$ cat src/rtl/watch_time_counter.sv
// Time-of-day core: synchronizes the 1 Hz divider output, keeps BCD hh:mm:ss (24 h),
// and supports a front-panel set mode that freezes time while minutes/hours are stepped.
module watch_time_counter #(
  parameter int         SYNC_STAGES = 2,
  parameter logic [7:0] INIT_HH     = 8'h00,
  parameter logic [7:0] INIT_MM     = 8'h00
) (
  input  logic       CLOCK,
  input  logic       RESET,
  input  logic       _1Hz_clk,
  input  logic       set_mode,
  input  logic       inc_min,
  input  logic       inc_hour,
  output logic [7:0] hh,
  output logic [7:0] mm,
  output logic [7:0] ss,
  output logic       sec_tick,
  output logic       min_carry,
  output logic       day_pulse
);

  // BCD increment modulo 60 (used for both seconds and minutes).
  function automatic logic [7:0] bcd_inc60(input logic [7:0] v);
    if (v[3:0] == 4'd9) begin
      if (v[7:4] == 4'd5) return 8'h00;
      return {v[7:4] + 4'd1, 4'd0};
    end
    return {v[7:4], v[3:0] + 4'd1};
  endfunction

  // BCD increment modulo 24; 23 rolls to 00 before the ones digit reaches 9.
  function automatic logic [7:0] bcd_inc24(input logic [7:0] v);
    if (v == 8'h23) return 8'h00;
    if (v[3:0] == 4'd9) return {v[7:4] + 4'd1, 4'd0};
    return {v[7:4], v[3:0] + 4'd1};
  endfunction

  logic [SYNC_STAGES-1:0] r_sync;
  logic                   r_hist;
  logic [7:0]             r_hh;
  logic [7:0]             r_mm;
  logic [7:0]             r_ss;
  logic                   r_sec_tick;
  logic                   r_min_carry;
  logic                   r_day_pulse;

  logic w_tick;
  logic w_ss_wrap;
  logic w_mm_wrap;
  logic w_day_wrap;

  always_comb begin
    w_tick     = r_sync[SYNC_STAGES-1] & ~r_hist;
    w_ss_wrap  = (r_ss == 8'h59);
    w_mm_wrap  = (r_mm == 8'h59);
    w_day_wrap = (r_hh == 8'h23) & w_mm_wrap & w_ss_wrap;
  end

  always_ff @(posedge CLOCK) begin
    if (RESET) begin
      r_sync      <= '0;
      r_hist      <= 1'b0;
      r_hh        <= INIT_HH;
      r_mm        <= INIT_MM;
      r_ss        <= 8'h00;
      r_sec_tick  <= 1'b0;
      r_min_carry <= 1'b0;
      r_day_pulse <= 1'b0;
    end else begin
      // History keeps tracking in set mode so a held-high input cannot fire on exit.
      r_sync      <= {r_sync[SYNC_STAGES-2:0], _1Hz_clk};
      r_hist      <= r_sync[SYNC_STAGES-1];
      r_sec_tick  <= 1'b0;
      r_min_carry <= 1'b0;
      r_day_pulse <= 1'b0;
      if (set_mode) begin
        r_ss <= 8'h00;
        if (inc_min)  r_mm <= bcd_inc60(r_mm);
        if (inc_hour) r_hh <= bcd_inc24(r_hh);
      end else if (w_tick) begin
        r_ss        <= bcd_inc60(r_ss);
        r_sec_tick  <= 1'b1;
        r_day_pulse <= w_day_wrap;
        if (w_ss_wrap) begin
          r_min_carry <= 1'b1;
          r_mm        <= bcd_inc60(r_mm);
          if (w_mm_wrap) r_hh <= bcd_inc24(r_hh);
        end
      end
    end
  end

  assign hh        = r_hh;
  assign mm        = r_mm;
  assign ss        = r_ss;
  assign sec_tick  = r_sec_tick;
  assign min_carry = r_min_carry;
  assign day_pulse = r_day_pulse;

endmodule

$ cat config.mk
export PLATFORM = sky130hd
export DESIGN_NAME = watch_time_counter
export DESIGN_NICKNAME = d
export VERILOG_FILES = /design/src/rtl/watch_time_counter.sv
export SDC_FILE = /design/constraint.sdc
export NUM_CORES = 1
export LEC_CHECK = 0
export ABC_AREA = 1
export ABC_CLOCK_PERIOD_IN_PS = 3600
export BUFFER_PORTS_ARGS = -buffer_cell sky130_fd_sc_hd__buf_2
export CAP_MARGIN = 20
export CELL_PAD_IN_SITES_DETAIL_PLACEMENT = 1
export CELL_PAD_IN_SITES_GLOBAL_PLACEMENT = 2
export CORE_ASPECT_RATIO = 0.75
export CORE_UTILIZATION = 25
export DETAILED_ROUTE_END_ITERATION = 10
export GPL_ROUTABILITY_DRIVEN = 0
export PLACE_DENSITY = 0.64
export SYNTH_ARGS = -nofsm -noshare
export SYNTH_HDL_FRONTEND = slang
export SYNTH_SLANG_ARGS = --single-unit
$ cat constraint.sdc
create_clock -name CLOCK -period 3.6 [get_ports CLOCK]
set_input_delay 0.54 -clock CLOCK [delete_from_list [all_inputs] [get_ports CLOCK]]
set_output_delay 0.54 -clock CLOCK [all_outputs]
set_load 0.02 [all_outputs]
==> results of run 1 <==
==> registers in the layout (all words and copies together), names as in the netlist <==
| name | count |
|---|---|
| ss | 8 |
| hh | 8 |
| sec_tick | 1 |
| day_pulse | 1 |
| min_carry | 1 |
| r_hist | 1 |
| mm | 8 |
| r_sync | 2 |
==> power groups by stage <==
stage          sequential, mW  combinational, mW  clock [mW]
2_1_floorplan           0.352             0.0288           0
3_3_place_gp            0.350             0.0425           0
3_5_place_dp            0.350             0.0426           0
4_1_cts                 0.342             0.0428       0.265
5_1_grt                 0.343             0.0471       0.277
6_report                0.342             0.0420       0.252
==> through the flow <==
stage | setup slack, ps | util (%)
4_1_cts | 1923 | 31.28
6_report | 1980 | 31.28
2_1_floorplan | 2073 | -
5_1_grt | 1779 | 31.28
3_3_place_gp | 1825 | 29.98
3_5_place_dp | 1788 | 29.98
==> Yosys cell counts <==
cell type	n
buf_12	1
nor2_1	27
nand3_4	1
dfxtp_1	30
xnor2_1	3
o22ai_1	1
nand4_1	7
nor2_2	1
or2_0	1
nand3_2	5
nand3_1	13
nor2_4	2
clkbuf_1	1
inv_1	24
a21oi_1	14
o21ai_0	2
xor2_1	5
nand2_1	39
ha_1	6
clkinv_1	1
a21oi_2	2
nor4_1	1
nand2_4	3
nand2_8	1
clkinv_2	1
buf_2	1
o21ai_1	2
nor3_1	4
==> tightest hold or removal path, cell delays in order (launching register included) <==
cell and delay [ps]:
dfxtp_1 300, inv_1 40, nor2_1 30
==> area by class of cell <==
cell class / count / area, sq um
tap: 78 / 97.59
timing repair buffer: 32 / 160.2
sequential: 30 / 600.6
fill: 738 / 4024
inverter: 26 / 98.84
clock buffer: 7 / 76.32
multi-input combinational: 140 / 798.3
==> metal layers <==
metal	vias to the layer above	global-route usage, %	routed length (um)	part of all wire, %
met1	648	18.37	2024	55
met5	-	0	0	0
met4	0	3.646	19	0.51
li1	708	-	-	-
met2	15	18.82	1550	42
met3	2	3.728	112	3.0
==> path summary, 6_finish.rpt <==
kind | cells after the start | end
max | 8 | hh[1]$_SDFFE_PP0P_
min | 2 | r_sync[1]$_SDFF_PP0_
max reg2reg | 8 | hh[1]$_SDFFE_PP0P_
min reg2reg | 2 | r_sync[1]$_SDFF_PP0_
==> cells by family (layout without fill, tap and decap cells) <==
group	after synthesis	count (layout)	synth area share (%)
AO/OA/AOI/OAI	21	21	7.460
XOR/XNOR	8	8	4.590
adder cells (fa/ha/maj)	6	6	4.918
buffers and inverters	29	65	8.360
flip-flops	30	30	39.34
AND/OR/NAND/NOR	105	105	35.33
==> impl_metrics.py, run 1 <==
metrics = {
    "critical_path": {
        "crit_arrival_ps": 1790,
        "r2r-start": "mm[4]$_SDFFE_PP0P_",
        "critical_path_class": "register to register",
        "worstPathCellList": "ha_1 > nand2_1 > nor2_2 > nand3_2 > nand2_4 > nand3_2 > nand2_1 > nor2_1",
        "cp-start-kind": "register",
        "critPathSlowestCell": "dfxtp_1",
        "worst-path-buf-inv": 0,
        "startpoint": "mm[4]$_SDFFE_PP0P_",
        "worst-path-max-fanout": 6,
        "slowest_delay_ps": 440,
        "end_kind": "register",
        "cpLargestDelayFamily": "simple AND/OR/NAND/NOR gates",
        "required_ps": 3770,
        "regToRegSetupSlack_ps": 1980,
    },
    "min_path": {
        "hp-class": "register to register",
        "min_from": "r_sync[0]$_SDFF_PP0_",
    },
    "global_routing": {
        "grt_overflow": 0,
        "grt_antenna_before_repair": 0,
        "grt_pass1_vias": 1353,
        "grt_max_degree": 15,
        "grt_first_pass_wirelength_um": 6555,
        "grt_usage_pct": 12.91,
    },
    "timing": {
        "slew_viol_final": 0,
        "skew_ps": 3.790,
        "timing.fmax_mhz": 617.4,
        "min_period_over_period_pct": 44.99,
        "worst_pin_slew_ps": 472.4,
        "finalSetupViolCount": 0,
        "hold_viol_final": 0,
        "fin_crit_ps": 1620,
        "maxSlewHeadroom_pct": 68.51,
        "holdWs_ps": 409.8,
        "setup-tns-final_ps": 0,
        "rsz0062_at_grt": "no",
    },
    "place": {
        "numPlacedInstances": 306,
        "portBuffers": 32,
        "place_area_sq_um": 1755,
        "dp_hpwl_um": 2842,
    },
    "final_layout": {
        "n_antenna_cell": 0,
        "drive_above_1_share_pct": 22.55,
        "final_common_cell": "nand2_1",
        "postLayoutCellArea_sq_um": 1832,
        "finalNonFillerCells": 313,
        "syn_to_final_growth_pct": 20.00,
        "final_cell_mix": "39 x nand2_1, 32 x buf_2, 30 x dfxtp_1",
        "fin_nets": 247,
    },
    "clocking": {
        "cts.sinks": 30,
        "cts_resized": 0,
        "numCtsBuffers": 5,
        "postCtsSetupRepairBufs": 0,
        "clk_latency_ps": 270,
        "cts_buffer_depth": 2,
        "clk_pin_slew_ps": 60,
        "htree_levels": 2,
        "postCtsHoldBufs": 0,
        "cts_root_buf": "clkbuf_8",
        "cts_tree": "built",
    },
    "die": {
        "initial_utilization_pct": 26.07,
        "die_height_um": 69.67,
        "io_pins": 33,
        "die_w_um": 92.23,
        "design.die.area_sq_um": 6426,
        "core_area_sq_um": 5856,
        "rows": 24,
    },
    "power": {
        "sw_frac_of_total_pct": 24.11,
        "combinationalPowerShare_pct": 6.6,
        "finalPower_uw": 635.7,
        "cellLeakagePower_nw": 0.8097,
        "switching_power_uw": 153.3,
        "p_per_area_nw_per_um2": 347.0,
        "vdd_drop_max_v": 0.0001258,
        "p_int_uw": 482.5,
        "pwr-share-clk_pct": 39.6,
        "seqPwrFrac_pct": 53.8,
    },
    "yosys": {
        "syn_nets": 211,
        "synth.largest_area_cell": "dfxtp_1",
        "yosys.area.top_type_share_pct": 39.34,
        "yosys_warnings": 0,
        "avgSynthCellArea_sq_um": 7.671,
        "seq_area_frac_synth_pct": 39.34,
        "yosysUniqueCellTypes": 28,
        "syn-instance-count": 199,
        "synthesis.area_sq_um": 1526,
        "netlist_top_cells_area": "dfxtp_1 39%, nand2_1 9.6%, nor2_1 6.6%",
        "synth_seq_cells": 30,
    },
    "routing": {
        "antenna_left": 0,
        "wl_per_cell_um": 11.84,
        "vias": 1373,
        "drt-total-wl_um": 3707,
        "drt_iter0_drc": 27,
        "viasPerCell": 4.387,
        "drc": 0,
        "drtPass1Iterations": 4,
    },
    "run_status": {
        "status": "finished, final reports clean",
    },
    "flow_run": {
        "maxCapViolations": 0,
    },
}
Power figures use the tool's default switching activity.
==> run 2, diff against run 1 <==
Settings changed: ABC_AREA 1 to 0, ABC_CLOCK_PERIOD_IN_PS 3600 to 1500, PLACE_DENSITY 0.64 to 0.61.
Clock period 3.6 ns to 1.5 ns, I/O delays scaled along.
==> impl_metrics.py, run 2 <==
metrics = {
    "run_status": {
        "status": "finished, violations left",
        "failed_checks": "setup timing",
    },
    "die": {
        "core_area_sq_um": 5439,
        "die_w_um": 89.76,
        "io_pins": 33,
        "design.die.area_sq_um": 6087,
        "rows": 23,
        "initial_utilization_pct": 26.55,
        "die_height_um": 67.82,
    },
    "power": {
        "sw_frac_of_total_pct": 24.43,
        "cellLeakagePower_nw": 0.9094,
        "p_int_mw": 1.227,
        "pwr-share-clk_pct": 42.4,
        "combinationalPowerShare_pct": 7.8,
        "seqPwrFrac_pct": 49.8,
        "vdd_drop_max_v": 0.0003418,
        "finalPower_mw": 1.624,
        "switching_power_uw": 396.7,
        "p_per_area_nw_per_um2": 745.4,
    },
    "clocking": {
        "clk_latency_ps": 290,
        "cts_root_buf": "clkbuf_8",
        "htree_levels": 2,
        "cts_tree": "built",
        "cts_buffer_depth": 2,
        "numCtsBuffers": 5,
        "clk_pin_slew_ps": 70,
        "cts.sinks": 30,
    },
    "timing": {
        "holdWs_ps": 147.6,
        "slew_viol_final": 0,
        "worst_pin_slew_ps": 409.0,
        "maxSlewHeadroom_pct": 72.68,
        "finalSetupViolCount": 12,
        "skew_ps": 9.510,
        "timing.fmax_mhz": 593.7,
        "fin_crit_ps": 1684,
        "hold_viol_final": 0,
        "fin_ws_ps": -184.2,
        "rsz0062_at_grt": "yes",
        "setup-tns-final_ps": -1328,
        "min_period_over_period_pct": 112.3,
    },
    "final_layout": {
        "final_common_cell": "buf_2",
        "n_antenna_cell": 0,
        "drive_above_1_share_pct": 46.29,
        "final_util_pct": 40.05,
        "syn_to_final_growth_pct": 50.87,
        "finalNonFillerCells": 304,
        "final_cell_mix": "32 x buf_2, 30 x buf_4, 19 x dfxtp_1",
        "fin_nets": 240,
        "fillerInstances": 642,
    },
    "yosys": {
        "syn_nets": 171,
        "async_reset_ff_share_pct": 0,
        "synth_enable_flop_cells": 0,
        "yosys.area.top_type_share_pct": 41.59,
        "synth_seq_cells": 30,
        "syn-instance-count": 159,
        "netlist_top_cells_area": "dfxtp_1 42%, ha_1 5.2%, a21oi_1 4.9%",
        "yosysMostFrequentCell": "dfxtp_1",
        "yosysUniqueCellTypes": 38,
        "ys.flop_type": "dfxtp_1",
        "synth.largest_area_cell": "dfxtp_1",
        "yosys_warnings": 0,
        "synth_commonest_cells": "30 x dfxtp_1, 16 x nor2_1, 14 x a21oi_1",
        "synthesis.area_sq_um": 1444,
        "avgSynthCellArea_sq_um": 9.081,
        "seq_area_frac_synth_pct": 41.59,
    },
    "global_routing": {
        "grt_antenna_before_repair": 0,
        "grt_pass1_vias": 1423,
        "grt_usage_pct": 14.66,
        "grt_busiest_layer": "met2",
        "met3_usage_pct": 3.556,
        "grt_use_met2_pct": 26.25,
        "grt_overflow": 0,
        "grt_max_degree": 22,
        "use_met1_pct": 17.04,
        "grt_first_pass_wirelength_um": 6817,
    },
    "routing": {
        "antenna_left": 0,
        "wl_per_cell_um": 13.99,
        "viasPerCell": 4.612,
        "drtPass1Iterations": 4,
        "vias": 1402,
        "drt_iter0_drc": 27,
        "drt-total-wl_um": 4253,
        "drc": 0,
    },
    "critical_path": {
        "end_kind": "register",
        "crit_arrival_ps": 1910,
        "worst-path-max-fanout": 5,
        "critical_path_class": "register to register",
        "startpoint": "ss[2]$_SDFFE_PP0P_",
        "cp-start-kind": "register",
        "required_ps": 1720,
        "r2r-start": "ss[2]$_SDFFE_PP0P_",
    },
    "min_path": {
        "hp-class": "primary input to register",
        "min_from": "_1Hz_clk",
    },
    "flow_run": {
        "maxCapViolations": 0,
    },
    "place": {
        "numPlacedInstances": 290,
        "dp_hpwl_um": 3160,
        "portBuffers": 32,
    },
}
==> run 2: path summary, 6_finish.rpt <==
path / endpoint / slack (ps) / cells after the start
max reg2reg: mm[7]$_SDFFE_PP0P_ / -180 / 5
max: mm[7]$_SDFFE_PP0P_ / -180 / 5
min reg2reg: r_sync[1]$_SDFF_PP0_ / 440 / 1
min: r_sync[0]$_SDFF_PP0_ / 150 / 2
==> run 2: cell type report <==
class                           count  area (sq um)  area share, %
Inverter                            6         22.52          1.034
Clock buffer                        7         86.33          3.963
Multi-Input combinational cell    120         929.6          42.68
Clock inverter                      1         5.005         0.2298
Tap cell                           75         93.84          4.308
Timing Repair Buffer               65         419.2          19.24
Sequential cell                    30         621.8          28.55
==> run 2: per-stage QoR <==
step,cell area [sq um],setup slack (ps)
final,2178,-184.2
after global routing,2178,-232.0
after CTS,2127,-184.2
after detailed placement,1946,-237.1
after global placement,1946,-175.2
after floorplan,1500,-207.3
==> run 2: metal layers <==
metal  vias to the layer above  wire length [um]
met4                         0                63
li1                        699                 -
met2                        21              2181
met1                       675              1871
met3                         7               137
met5                         -                 0
==> run 2: logic make-up (layout without fill, tap and decap cells) <==
kind of cell,count (synthesis),in the layout,share of synthesized area [%]
flip-flops,30,30,41.59
AND/OR/NAND/NOR,77,77,32.15
adder cells (fa/ha/maj),6,6,5.199
XOR/XNOR,6,6,3.640
buffers and inverters,9,79,2.340
AO/OA/AOI/OAI,26,26,11.44
multiplexers,5,5,3.639
==> run 2: repair_timing <==
item / 4_1_cts / 5_1_grt
resized for setup: 12 / 7
buffers inserted: 4 / 2
gates cloned: 0 / 0
setup endpoints to repair: 14 / 16
hold buffers: 0 / 0
pin swaps: 13 / 13
==> run 2: worst max-delay path, stage by stage (launching register included) <==
cell and delay (ps):
dfxtp_4 340, and4bb_4 370, a31o_4 190, nand3_4 100
or4_4 500, a21oi_2 140
==> run 2: power groups by stage <==
stage	clock network (mW)	registers (mW)	logic, mW
2_1_floorplan	0	0.840	0.0449
3_3_place_gp	0	0.825	0.111
3_5_place_dp	0	0.826	0.114
4_1_cts	0.704	0.809	0.126
5_1_grt	0.735	0.809	0.140
6_report	0.688	0.808	0.127
==> run 3, diff against run 2 <==
Settings changed: ABC_CLOCK_PERIOD_IN_PS 1500 to 1400, CTS_BUF_LIST set to sky130_fd_sc_hd__clkbuf_8, MAX_ROUTING_LAYER set to met4, PLACE_DENSITY 0.61 to 0.64.
Clock period 1.5 ns to 1.4 ns, I/O delays scaled along.
==> impl_metrics.py, run 3 (synthesized netlist as in run 2, its figures left out) <==
metrics = {
    "critical_path": {
        "crit_arrival_ps": 1930,
        "worstPathCellList": "inv_2 > ha_4 > and3b_2 > nand3_4 > o31a_1 > or3_1 > a21oi_2",
        "worst-path-buf-inv": 1,
        "cp-start-kind": "register",
        "worst-path-max-fanout": 6,
        "path_depth": 7,
        "cpLargestDelayFamily": "simple AND/OR/NAND/NOR gates",
        "slowest_delay_ps": 370,
        "required_ps": 1630,
        "rr_worst_depth": 7,
        "critical_path_class": "register to register",
        "end_kind": "register",
        "critPathSlowestCell": "o31a_1",
    },
    "timing": {
        "timing.fmax_mhz": 587.8,
        "fin_crit_ps": 1701,
        "skew_ps": 11.46,
        "finalSetupViolCount": 15,
        "maxSlewHeadroom_pct": 75.58,
        "min_period_over_period_pct": 121.5,
        "fin_ws_ps": -301.2,
        "hold_viol_final": 0,
        "rsz0062_at_grt": "yes",
        "slew_viol_final": 0,
        "worst_pin_slew_ps": 366.2,
    },
    "routing": {
        "wl_met2_um": 2251,
        "viasPerCell": 4.625,
        "drtPass1Iterations": 4,
        "vias": 1420,
        "drc": 0,
        "drt-total-wl_um": 4349,
        "route.top_layer_used": "met4",
        "antenna_left": 0,
        "drt_iter0_drc": 29,
        "wl_per_cell_um": 14.17,
        "m1WireLength_um": 2001,
        "met3_wirelength_um": 94,
    },
    "clocking": {
        "htree_levels": 2,
        "cts_buffer_depth": 2,
        "clk_latency_ps": 280,
        "postCtsHoldBufs": 0,
        "cts.sinks": 30,
        "clk_pin_slew_ps": 70,
        "cts_root_buf": "clkbuf_8",
        "cts_tree": "built",
        "numCtsBuffers": 5,
    },
    "power": {
        "p_per_area_nw_per_um2": 916.1,
        "cellLeakagePower_nw": 0.9577,
        "vdd_drop_max_v": 0.0003523,
    },
    "die": {
        "rows": 23,
        "die_height_um": 67.82,
        "initial_utilization_pct": 26.55,
        "die_w_um": 89.76,
        "design.die.area_sq_um": 6087,
        "core_area_sq_um": 5439,
        "io_pins": 33,
    },
    "flow_run": {
        "maxCapViolations": 0,
    },
    "final_layout": {
        "n_antenna_cell": 0,
        "final_cell_mix": "32 x buf_2, 32 x buf_4, 18 x dfxtp_1",
        "drive_above_1_share_pct": 51.29,
        "fillerInstances": 627,
        "postLayoutCellArea_sq_um": 2291,
        "fin_nets": 243,
        "syn_to_final_growth_pct": 58.67,
    },
    "global_routing": {
        "grt_max_degree": 22,
        "grt_antenna_before_repair": 0,
        "grt_overflow": 0,
        "grt_first_pass_wirelength_um": 6775,
        "grt_usage_pct": 14.81,
        "grt_pass1_vias": 1476,
    },
    "place": {
        "post-place-ws_ps": -325.9,
        "dp_hpwl_um": 3163,
        "portBuffers": 32,
        "place_area_sq_um": 1991,
    },
    "min_path": {
        "whs_path_depth": 2,
        "hp-class": "primary input to register",
    },
    "run_status": {
        "failed_checks": "setup timing",
        "status": "finished, violations left",
    },
}
[run 3: cell count changes in the layout (fill, tap and decap cells not counted), sizes merged]
cell / previous run / this run
bufinv: 0 / 2
clkinv: 1 / 0
buf: 65 / 68
clkbuf: 7 / 6
[run 3: power breakdown]
part	internal [mW]	leakage, nW	switching, mW
sequential	0.855	0.250	0.00800
clock	0.759	0.0714	0.343
combinational	0.0564	0.636	0.0774
[run 3: per-layer routing]
layer	GRT usage (%)	up-vias
met5	-	-
met4	4.303	0
met3	3.667	2
met2	26.73	17
met1	16.67	697
li1	-	704
[run 3: metrics by stage]
step	utilization (%)	power (mW)	hold WS (ps)	std cells	setup TNS, ps
after floorplan	-	0.9478	338.2	159	-2266
after global placement	36.60	1.004	421.9	296	-2785
after detailed placement	36.60	1.007	429.7	296	-3312
after CTS	40.56	2.124	140.8	304	-3294
after global routing	42.12	2.169	155.6	307	-4115
final	42.12	2.099	143.6	307	-2923
[run 3: path summary, 6_finish.rpt]
kind	slack, ps	start	to
setup reg to reg	-300	mm[5]$_SDFFE_PP0P_	hh[3]$_SDFFE_PP0P_
setup / recovery	-300	mm[5]$_SDFFE_PP0P_	hh[3]$_SDFFE_PP0P_
hold reg to reg	460	r_sync[0]$_SDFF_PP0_	r_sync[1]$_SDFF_PP0_
hold / removal	140	_1Hz_clk	r_sync[0]$_SDFF_PP0_
[run 3: layout make-up]
type	count	area, sq um	share of cell area, %
Multi-Input combinational cell	120	958.4	41.84
Sequential cell	30	628.1	27.42
Timing Repair Buffer	68	445.4	19.44
Tap cell	75	93.84	4.096
Clock buffer	6	82.58	3.605
Clock inverter	2	60.06	2.622
Inverter	6	22.52	0.9831
[run 3: timing repair]
item,CTS,global route
gates resized for setup,17,16
setup buffers,0,4
setup endpoints to repair,16,17
pin swaps,18,8
